==> src/rtl/fft_twiddle_feeder_if.sv <==
// Handshake bundle between the lower-leg sample stream, the twiddle feeder and
// the complex multiplier that consumes the operand pair.
interface fft_twiddle_feeder_if;
   logic        in_valid;
   logic        in_ready;
   logic [63:0] in_data;
   logic        inverse;
   logic        out_valid;
   logic        out_ready;
   logic [63:0] out_op1;
   logic [63:0] out_op2;
   logic        out_last;
   logic [3:0]  out_stage;
   logic        frame_done;

   modport slave (
      input  in_valid, in_data, inverse, out_ready,
      output in_ready, out_valid, out_op1, out_op2, out_last, out_stage, frame_done
   );

   modport master (
      output in_valid, in_data, inverse, out_ready,
      input  in_ready, out_valid, out_op1, out_op2, out_last, out_stage, frame_done
   );
endinterface

==> src/rtl/fft_twiddle_feeder.sv <==
// Pairs each lower-leg butterfly sample with its radix-2 DIT twiddle factor and
// presents both as a registered operand pair, sequencing stages frame by frame.
module fft_twiddle_feeder #(
   parameter int N     = 8,
   parameter int LOG2N = 3
) (
   input logic                 clk,
   input logic                 rst_n,
   fft_twiddle_feeder_if.slave bus
);
   localparam logic [3:0] LAST_BEAT  = 4'(N / 2 - 1);
   localparam logic [3:0] LAST_STAGE = 4'(LOG2N - 1);

   logic [3:0]  m;
   logic [3:0]  s;
   logic        inv_q;
   logic        xfer;
   logic        inv_eff;
   logic [3:0]  j;
   logic [2:0]  rom_addr;
   logic [63:0] rom_word;
   logic [63:0] twiddle;

   // W16^a = cos(2*pi*a/16) - j*sin(2*pi*a/16), single precision {re, im}.
   function automatic logic [63:0] rom(input logic [2:0] a);
      case (a)
         3'd0: rom = 64'h3F800000_00000000;
         3'd1: rom = 64'h3F6C835E_BEC3EF15;
         3'd2: rom = 64'h3F3504F3_BF3504F3;
         3'd3: rom = 64'h3EC3EF15_BF6C835E;
         3'd4: rom = 64'h00000000_BF800000;
         3'd5: rom = 64'hBEC3EF15_BF6C835E;
         3'd6: rom = 64'hBF3504F3_BF3504F3;
         3'd7: rom = 64'hBF6C835E_BEC3EF15;
      endcase
   endfunction

   assign bus.in_ready   = !bus.out_valid || bus.out_ready;
   assign bus.frame_done = bus.out_valid && bus.out_ready && bus.out_last;
   assign xfer           = bus.in_valid && bus.in_ready;

   // NOTE: every variable gets a value on every pass through always_comb, so no latch is inferred.
   always_comb begin
      j        = m & ((4'd1 << s) - 4'd1);
      // (j << (LOG2N-1-s)) * (16/N) collapses to j << (3-s) for every legal N.
      rom_addr = 3'(j << (4'd3 - s));
      rom_word = rom(rom_addr);
      inv_eff  = (m == 4'd0) ? bus.inverse : inv_q;
      twiddle  = {rom_word[63:32], rom_word[31] ^ inv_eff, rom_word[30:0]};
   end

   // NOTE: sequential state uses non-blocking assignments so all registers update from pre-edge values.
   always_ff @(posedge clk or negedge rst_n) begin
      if (!rst_n) begin
         bus.out_valid <= 1'b0;
         bus.out_op1   <= '0;
         bus.out_op2   <= '0;
         bus.out_last  <= 1'b0;
         bus.out_stage <= '0;
         m             <= '0;
         s             <= '0;
         inv_q         <= 1'b0;
      end else if (xfer) begin
         bus.out_valid <= 1'b1;
         bus.out_op1   <= bus.in_data;
         bus.out_op2   <= twiddle;
         bus.out_last  <= (m == LAST_BEAT);
         bus.out_stage <= s;
         inv_q         <= inv_eff;
         if (m == LAST_BEAT) begin
            m <= '0;
            s <= (s == LAST_STAGE) ? 4'd0 : s + 4'd1;
         end else begin
            m <= m + 4'd1;
         end
      end else if (bus.out_ready) begin
         bus.out_valid <= 1'b0;
      end
   end
endmodule

==> src/flat_wrapper.sv <==
// flat-port wrapper written by rule: the top's interface ports become plain ports
module fft_twiddle_feeder_flat 
#(
   parameter int N     = 8,
   parameter int LOG2N = 3
)
  (clk, rst_n, bus_in_valid, bus_in_data, bus_inverse, bus_out_ready, bus_in_ready, bus_out_valid, bus_out_op1, bus_out_op2, bus_out_last, bus_out_stage, bus_frame_done);
  fft_twiddle_feeder_if bus_i ();
  input logic clk;
  input logic rst_n;
  input wire logic [$bits(bus_i.in_valid)-1:0] bus_in_valid;
  input wire logic [$bits(bus_i.in_data)-1:0] bus_in_data;
  input wire logic [$bits(bus_i.inverse)-1:0] bus_inverse;
  input wire logic [$bits(bus_i.out_ready)-1:0] bus_out_ready;
  output wire logic [$bits(bus_i.in_ready)-1:0] bus_in_ready;
  output wire logic [$bits(bus_i.out_valid)-1:0] bus_out_valid;
  output wire logic [$bits(bus_i.out_op1)-1:0] bus_out_op1;
  output wire logic [$bits(bus_i.out_op2)-1:0] bus_out_op2;
  output wire logic [$bits(bus_i.out_last)-1:0] bus_out_last;
  output wire logic [$bits(bus_i.out_stage)-1:0] bus_out_stage;
  output wire logic [$bits(bus_i.frame_done)-1:0] bus_frame_done;
  assign bus_i.in_valid = bus_in_valid;
  assign bus_i.in_data = bus_in_data;
  assign bus_i.inverse = bus_inverse;
  assign bus_i.out_ready = bus_out_ready;
  assign bus_in_ready = bus_i.in_ready;
  assign bus_out_valid = bus_i.out_valid;
  assign bus_out_op1 = bus_i.out_op1;
  assign bus_out_op2 = bus_i.out_op2;
  assign bus_out_last = bus_i.out_last;
  assign bus_out_stage = bus_i.out_stage;
  assign bus_frame_done = bus_i.frame_done;
  fft_twiddle_feeder #(.N(N), .LOG2N(LOG2N)) u_core (.clk(clk), .rst_n(rst_n), .bus(bus_i));
endmodule
==> config.mk <==
export PLATFORM = sky130hd
export DESIGN_NAME = fft_twiddle_feeder_flat
export DESIGN_NICKNAME = d
export VERILOG_FILES = /design/src/rtl/fft_twiddle_feeder_if.sv /design/src/rtl/fft_twiddle_feeder.sv /design/src/flat_wrapper.sv
export SDC_FILE = /design/constraint.sdc
export NUM_CORES = 1
export LEC_CHECK = 0
export CAP_MARGIN = 20
export CORE_ASPECT_RATIO = 0.9
export CORE_MARGIN = 5
export CORE_UTILIZATION = 44
export CTS_CLUSTER_SIZE = 40
export DETAILED_ROUTE_END_ITERATION = 10
export GPL_TIMING_DRIVEN = 0
export PLACE_DENSITY_LB_ADDON = 0.08
export SLEW_MARGIN = 30
export SYNTH_ARGS = -nofsm -noshare
export SYNTH_HDL_FRONTEND = slang
export SYNTH_SLANG_ARGS = --single-unit
export TNS_END_PERCENT = 30
==> constraint.sdc <==
create_clock -name clk -period 6.55 [get_ports clk]
set_clock_uncertainty 0.1 [all_clocks]
set_input_delay 0.655 -clock clk [delete_from_list [all_inputs] [get_ports clk]]
set_output_delay 0.655 -clock clk [all_outputs]
set_load 0.005 [all_outputs]
; Yosys cells after proc, flatten, opt, wreduce, memory -nomap -nowiden
; Memories as Yosys holds them, arrays and structs flattened.
; Index checks and enable logic that the tools add are counted.
; Widths: inputs -> output; s select.
[word_totals]
input_bits = 69
latchBits = 0
memories = 1
ramBits = 0
romBits = 480
out_inout_bits = 136
register_bits = 143
[op_classes]
magnitude_cmp = 0
multipliers = 0
muxes = 5
n_reduce_logical = 8
shifts = 2
addsub = 4
div = 0
n_eq_ne = 2
bitwise = 2
[mem_list]
columns = name, depth, word_bits, read_ports, rd_clocked_by_memory_dff, wr, line
row1 = (name not given), 8, 60, 1, 0, 0, fft_twiddle_feeder.sv:26  ; case (a)
[op_table]
columns = op, n
row1 = $add 4x1->4 const B, 2
row2 = $eq 4x2->1 const B, 2
row3 = $mux 4, 2
row4 = $and 4x4->4, 1
row5 = $logic_not 4->1, 1
row6 = $shl 1x4->4 const A, 1
row7 = $shl 4x4->3, 1
row8 = $sub 2x4->4 const A, 1
row9 = $sub 4x1->4 const B, 1
row10 = $logic_and 1x1->1, 3
row11 = $mux 1, 3
row12 = $reduce_and 2->1, 1
row13 = $reduce_bool 2->1, 1
row14 = $logic_not 1->1, 1
row15 = $logic_or 1x1->1, 1
row16 = $xor 1x1->1, 1

; Longest topological paths before layout
; An unclocked memory read counts as a cell.
[logic_depth]
depth_word = 6
ltp_mapped = 10
depth_no_buf = 9

; Least setup slack after synthesis
; No wires, ideal clock.
[synth_path]
kind = register -> register
startpoint = register u_core.s[1]
endpoint = register u_core.bus.out_op2[31]
path_stages_with_launch = 11
synth_period_minus_slack_ns = 2.520
setup_slack_ns = 4.030
setup_time_ns = 0.082
arrival_time_ns = 2.338
path_cell_list = dfrtp_1 buf_4 nor3_1 nand2_1 ha_1 and3b_1 o211ai_1 ha_1 inv_1 or3_1 a31oi_1
[synth_between]
elab_chain_cells = 6
elab_cells_between_ends = 7
[synth_lines]
columns = item, line
row1 = from (decl), fft_twiddle_feeder.sv:15  ; logic [3:0] s;
row2 = from (signal assigned), fft_twiddle_feeder.sv:72  ; s <= (s == LAST_STAGE) ? 4'd0 : s + 4'd1;
row3 = $shl 1x4->4, fft_twiddle_feeder.sv:44  ; j = m & ((4'd1 << s) - 4'd1);
row4 = $sub 4x1->4, fft_twiddle_feeder.sv:44
row5 = $and 4x4->4, fft_twiddle_feeder.sv:44
row6 = $shl 4x4->3 *, fft_twiddle_feeder.sv:46  ; rom_addr = 3'(j << (4'd3 - s));
row7 = $mem_v2 8x60 *, n/a
row8 = $xor 1x1->1 *, fft_twiddle_feeder.sv:49  ; twiddle = {rom_word[63:32], rom_word[31] ^ inv_eff, rom_word[30:0]};
row9 = to (signal assigned), fft_twiddle_feeder.sv:66  ; bus.out_op2 <= twiddle;
row10 = to (decl), fft_twiddle_feeder_if.sv:18  ; output in_ready, out_valid, out_op1, out_op2, out_last, out_stage, frame_done
; Mark *: on every way between the ends. The rest lies on a longest branch, timed or not.
; A chain may end at the register's enable or synchronous reset.

; Worst setup path in the final report
[layout_path]
startpoint = register u_core.s[0]
endpoint = register u_core.bus.out_op2[31]
; Same word-level chain as after synthesis.

==> summary.txt <==
Status
  – Run status: finished, final reports clean

Clock tree
  – Post-cts hold buffer count: 0
  – Post-cts gate resize count: 0
  – Number of buffers on the longest clock path: 2
  – Cts bufs inserted: 9
  – Clock-pin slew on the worst setup and hold paths: 0.09 ns
  – Clock root buffer master: clkbuf_8
  – Depth of the CTS H-tree: 3
  – Later-pin clock latency in the skew report: 0.35 ns
  – Setup Buffers After CTS: 0
  – CTS sink cnt: 94
  – Clock tree from TritonCTS: built

Global route
  – Global-route wire length before repair: around 19000 um
  – Overflow left after global routing: 0
  – Met1 routing resource usage after global routing: 24.6%
  – Grt met3 use: 8.63%
  – All-Layer GR Usage: between 15 and 20%
  – Met2 Resource Use GR: about 33%
  – Antenna violations before repair: 0
  – Maximum number of pins on one net before global-route repair: 55
  – Vias in the first global route: about 3800
  – Busiest layer in global routing: met2

Cells and area
  – Total number of nets in the final design: 767
  – Post-layout util: 70.0%
  – Ant. Diodes: 0
  – Area growth from synthesis to final layout: 56.8%
  – Final std cells w/o fill: 820
  – Fill cell instance count of the final layout: 752
  – Commonest cells after routing, fill and taps aside: nand2_1, clkdlybuf4s50_1, dfrtp_1, buf_4, clkbuf_8
  – Most common cell after layout, fill and taps aside: nand2_1
  – Layout cells sized above 1: 11.2%

Route
  – Number of DRC markers in iteration 0: around 210
  – # DRC: 0
  – Final routed wirelength across all metal layers: 11800 um
  – Via total after detailed routing: 3792
  – Number of vias per cell: 4.62
  – Routed len/inst: 14.4 um
  – Antenna violation net count after detailed routing: 0
  – Number of optimization iterations in the first detailed-route pass: 4

Placement
  – Routability cong.: 0.799
  – Port-buffer cells: 200
  – Pre-CTS setup slack: roughly 3.7 ns
  – Number of instances in the placed design: roughly 800
  – Placed wire-length estimate after detailed placement: 9100 um

Critical path
  – Worst EP arrival: 3.01 ns
  – Total number of cells along the worst setup path: 9
  – Number of buffer and inverter instances along the worst setup path: 2
  – Worst flop-to-flop path endpoint: u_core.bus.out_op2[31]
  – Worst R2R Start: u_core.s[0]
  – Highest fanout seen on the critical path: 10
  – Most frequent cell on the critical path: ha_1
  – Number of cells traversed by the worst register-to-register path: 9
  – Startpoint of the worst setup timing path: u_core.s[0]
  – Worst Setup End Kind: flip-flop
  – Flop2flop setup slack: 3.72 ns
  – Family with the most delay on the worst path: simple AND/OR/NAND/NOR gates
  – Crit path launch type: flip-flop
  – Sequence of cells on the critical path: clkbuf_1, nand2_1, ha_1, and3b_1, o211ai_1, ha_1, inv_1, or3_1, a31oi_1
  – Required @ worst endpoint: between 6 and 7 ns
  – Slowest library cell on the worst path: dfrtp_1
  – Maximum single-stage delay on the critical path: 0.47 ns
  – Category of the most critical setup path: reg2reg

Floorplanning
  – Die extent in y: 104 um
  – Core region area: 9610 um^2
  – Site Rows: 34
  – Initial core utilization: 44.6%
  – I/O Pins: 205
  – Horizontal die dimension: approximately 110 um
  – Die area: 11800 um^2

Pwr
  – Combinational share of power: just over 30%
  – Power density normalized to cell area: 256 nW/um^2
  – Proportion of power drawn by flip-flops and latches: 43.2%
  – Cell-internal power: 0.00122 W
  – Static leakage: 3.27 nW
  – Switch Pwr: 0.000501 W
  – Maximum vdd drop: 0.168 mV
  – Proportion of power drawn by the clock network: 26.3%
  – Switching portion of total power: 29.1%

Hold path
  – Type of the worst min-delay path: in2async

Yosys
  – Post-synthesis share of cell area spent on xor and xnor gates: 0.204%
  – Share of the synthesized area in the top cell type: 54.8%
  – Fraction of the yosys area taken by sequential cells: 54.8%
  – Dominant combinational cell family by area after synthesis: simple AND/OR/NAND/NOR gates
  – Yosys reg bits: 94
  – Cell types occupying the most area after synthesis: dfrtp_1, nand2_1, buf_4, ha_1, o21ai_0
  – Cell taking the most area after synthesis: dfrtp_1
  – Post-synthesis average cell area: 9.05 um^2
  – Post-synthesis share of cell area spent on full adders, half adders and majority gates: 2.63%
  – Fraction of synthesis flops using an asynchronous set or reset pin: 100%
  – Netlist cell types: 42
  – Area of the mapped netlist: ~4300 um^2
  – Mapped Cells: 474
  – Commonest register cell after synthesis: dfrtp_1
  – Complex-gate fraction of the synthesized area: 5.25%
  – Synth warn: 0
  – Mux share of post-synthesis cell area: less than 1%
  – Simple-gate share of the synthesized area: 24.4%
  – Count of flip-flops with a built-in enable after synthesis: 0

STA
  – Period minus WS final: 2.83 ns
  – Final worst-path cycle share: 43.3%
  – Final-report setup violation count: 0
  – F_max: 353 MHz
  – Unrepaired setup endpoints after global routing: no
  – Final hold violations: 0
  – Worst path setup slack after routing: 3.72 ns
  – Worst hold margin: between 0.1 and 0.15 ns
  – Final Max Tran Viols: 0
  – Accumulated negative setup slack: 0 ns

Flow run
  – Max-cap check violation count: 0
-- final cells by class --
class | instances | area [um^2] | area share (%)
inverter | 8 | 30.0 | 0.446
clock inverter | 5 | 86.3 | 1.28
timing repair buffer | 201 | 2030 | 30.2
multi-input combinational | 304 | 1450 | 21.6
clock buffer | 11 | 151 | 2.25
sequential | 94 | 2350 | 35.0
tap | 126 | 158 | 2.34
buffer | 71 | 467 | 6.94
-- cell families (layout without fill, tap and decap cells) --
kind of cell / count (synthesis) / count (layout)
AOI/OAI and AO/OA: 31 / 31
buffers and inverters: 79 / 296
and+or+nand+nor: 255 / 255
other: 1 / 4
xor gates and xnor gates: 1 / 1
adders and majority gates: 9 / 9
muxes: 4 / 4
DFF: 94 / 94
-- routing by layer --
metal	wire length (um)	part of all wire, %
met5	0	0
met4	78	0.66
met3	1330	11
met1	4760	40
met2	5630	48
-- cell usage after synthesis, types with 6 or more instances --
cell type,n
ha_1,9
o21ai_0,9
dfrtp_1,94
nor2_1,7
buf_4,50
clkbuf_1,10
buf_1,6
nand2_1,222
inv_1,8
-- how the worst max path moves through the flow --
| stage | endpoint | slack (ns) |
|---|---|---|
| finish | u_core.bus.out_op2[31] | 3.72 |
| global route | u_core.bus.out_op2[31] | 3.47 |
| floorplan | u_core.bus.out_op2[31] | 4.03 |
| detailed placement | u_core.bus.out_op2[31] | 3.72 |
| CTS | u_core.bus.out_op2[31] | 3.71 |
| global placement | u_core.bus.out_op1[3] | 1.22 |
-- sequential cells by signal, summed over array words and instances, names as in the netlist --
register              flops
u_core.inv_q              1
u_core.bus.out_last       1
u_core.bus.out_stage      4
u_core.bus.out_op1       64
u_core.s                  4
u_core.bus.out_op2       15
u_core.bus.out_valid      1
u_core.m                  4
-- power groups by stage --
stage / Sequential (W) / Clock [W] / Combinational [W]
2_1_floorplan: 0.000751 / 0 / 0.000219
3_3_place_gp: 0.000750 / 0 / 0.000517
3_5_place_dp: 0.000755 / 0 / 0.000532
4_1_cts: 0.000745 / 0.000461 / 0.000535
5_1_grt: 0.000759 / 0.000486 / 0.000582
6_report: 0.000744 / 0.000453 / 0.000526
-- stage by stage --
stage | instance area [um^2] | total power, W
after floorplan | 4300 | 0.000970
after global placement | 6460 | 0.00127
after detailed placement | 6490 | 0.00129
after CTS | 6730 | 0.00174
after global routing | 6730 | 0.00183
final | 6730 | 0.00172
-- worst reg2reg max path: cells and delay by family, from the launching register on --
family / cells / cell delay [ns]
AOI/OAI and AO/OA: 2 / 0.51
buffers and inverters: 2 / 0.47
DFF: 1 / 0.47
and+or+nand+nor: 3 / 0.64
adders and majority gates: 2 / 0.58
(Power assumes the default switching activity.)
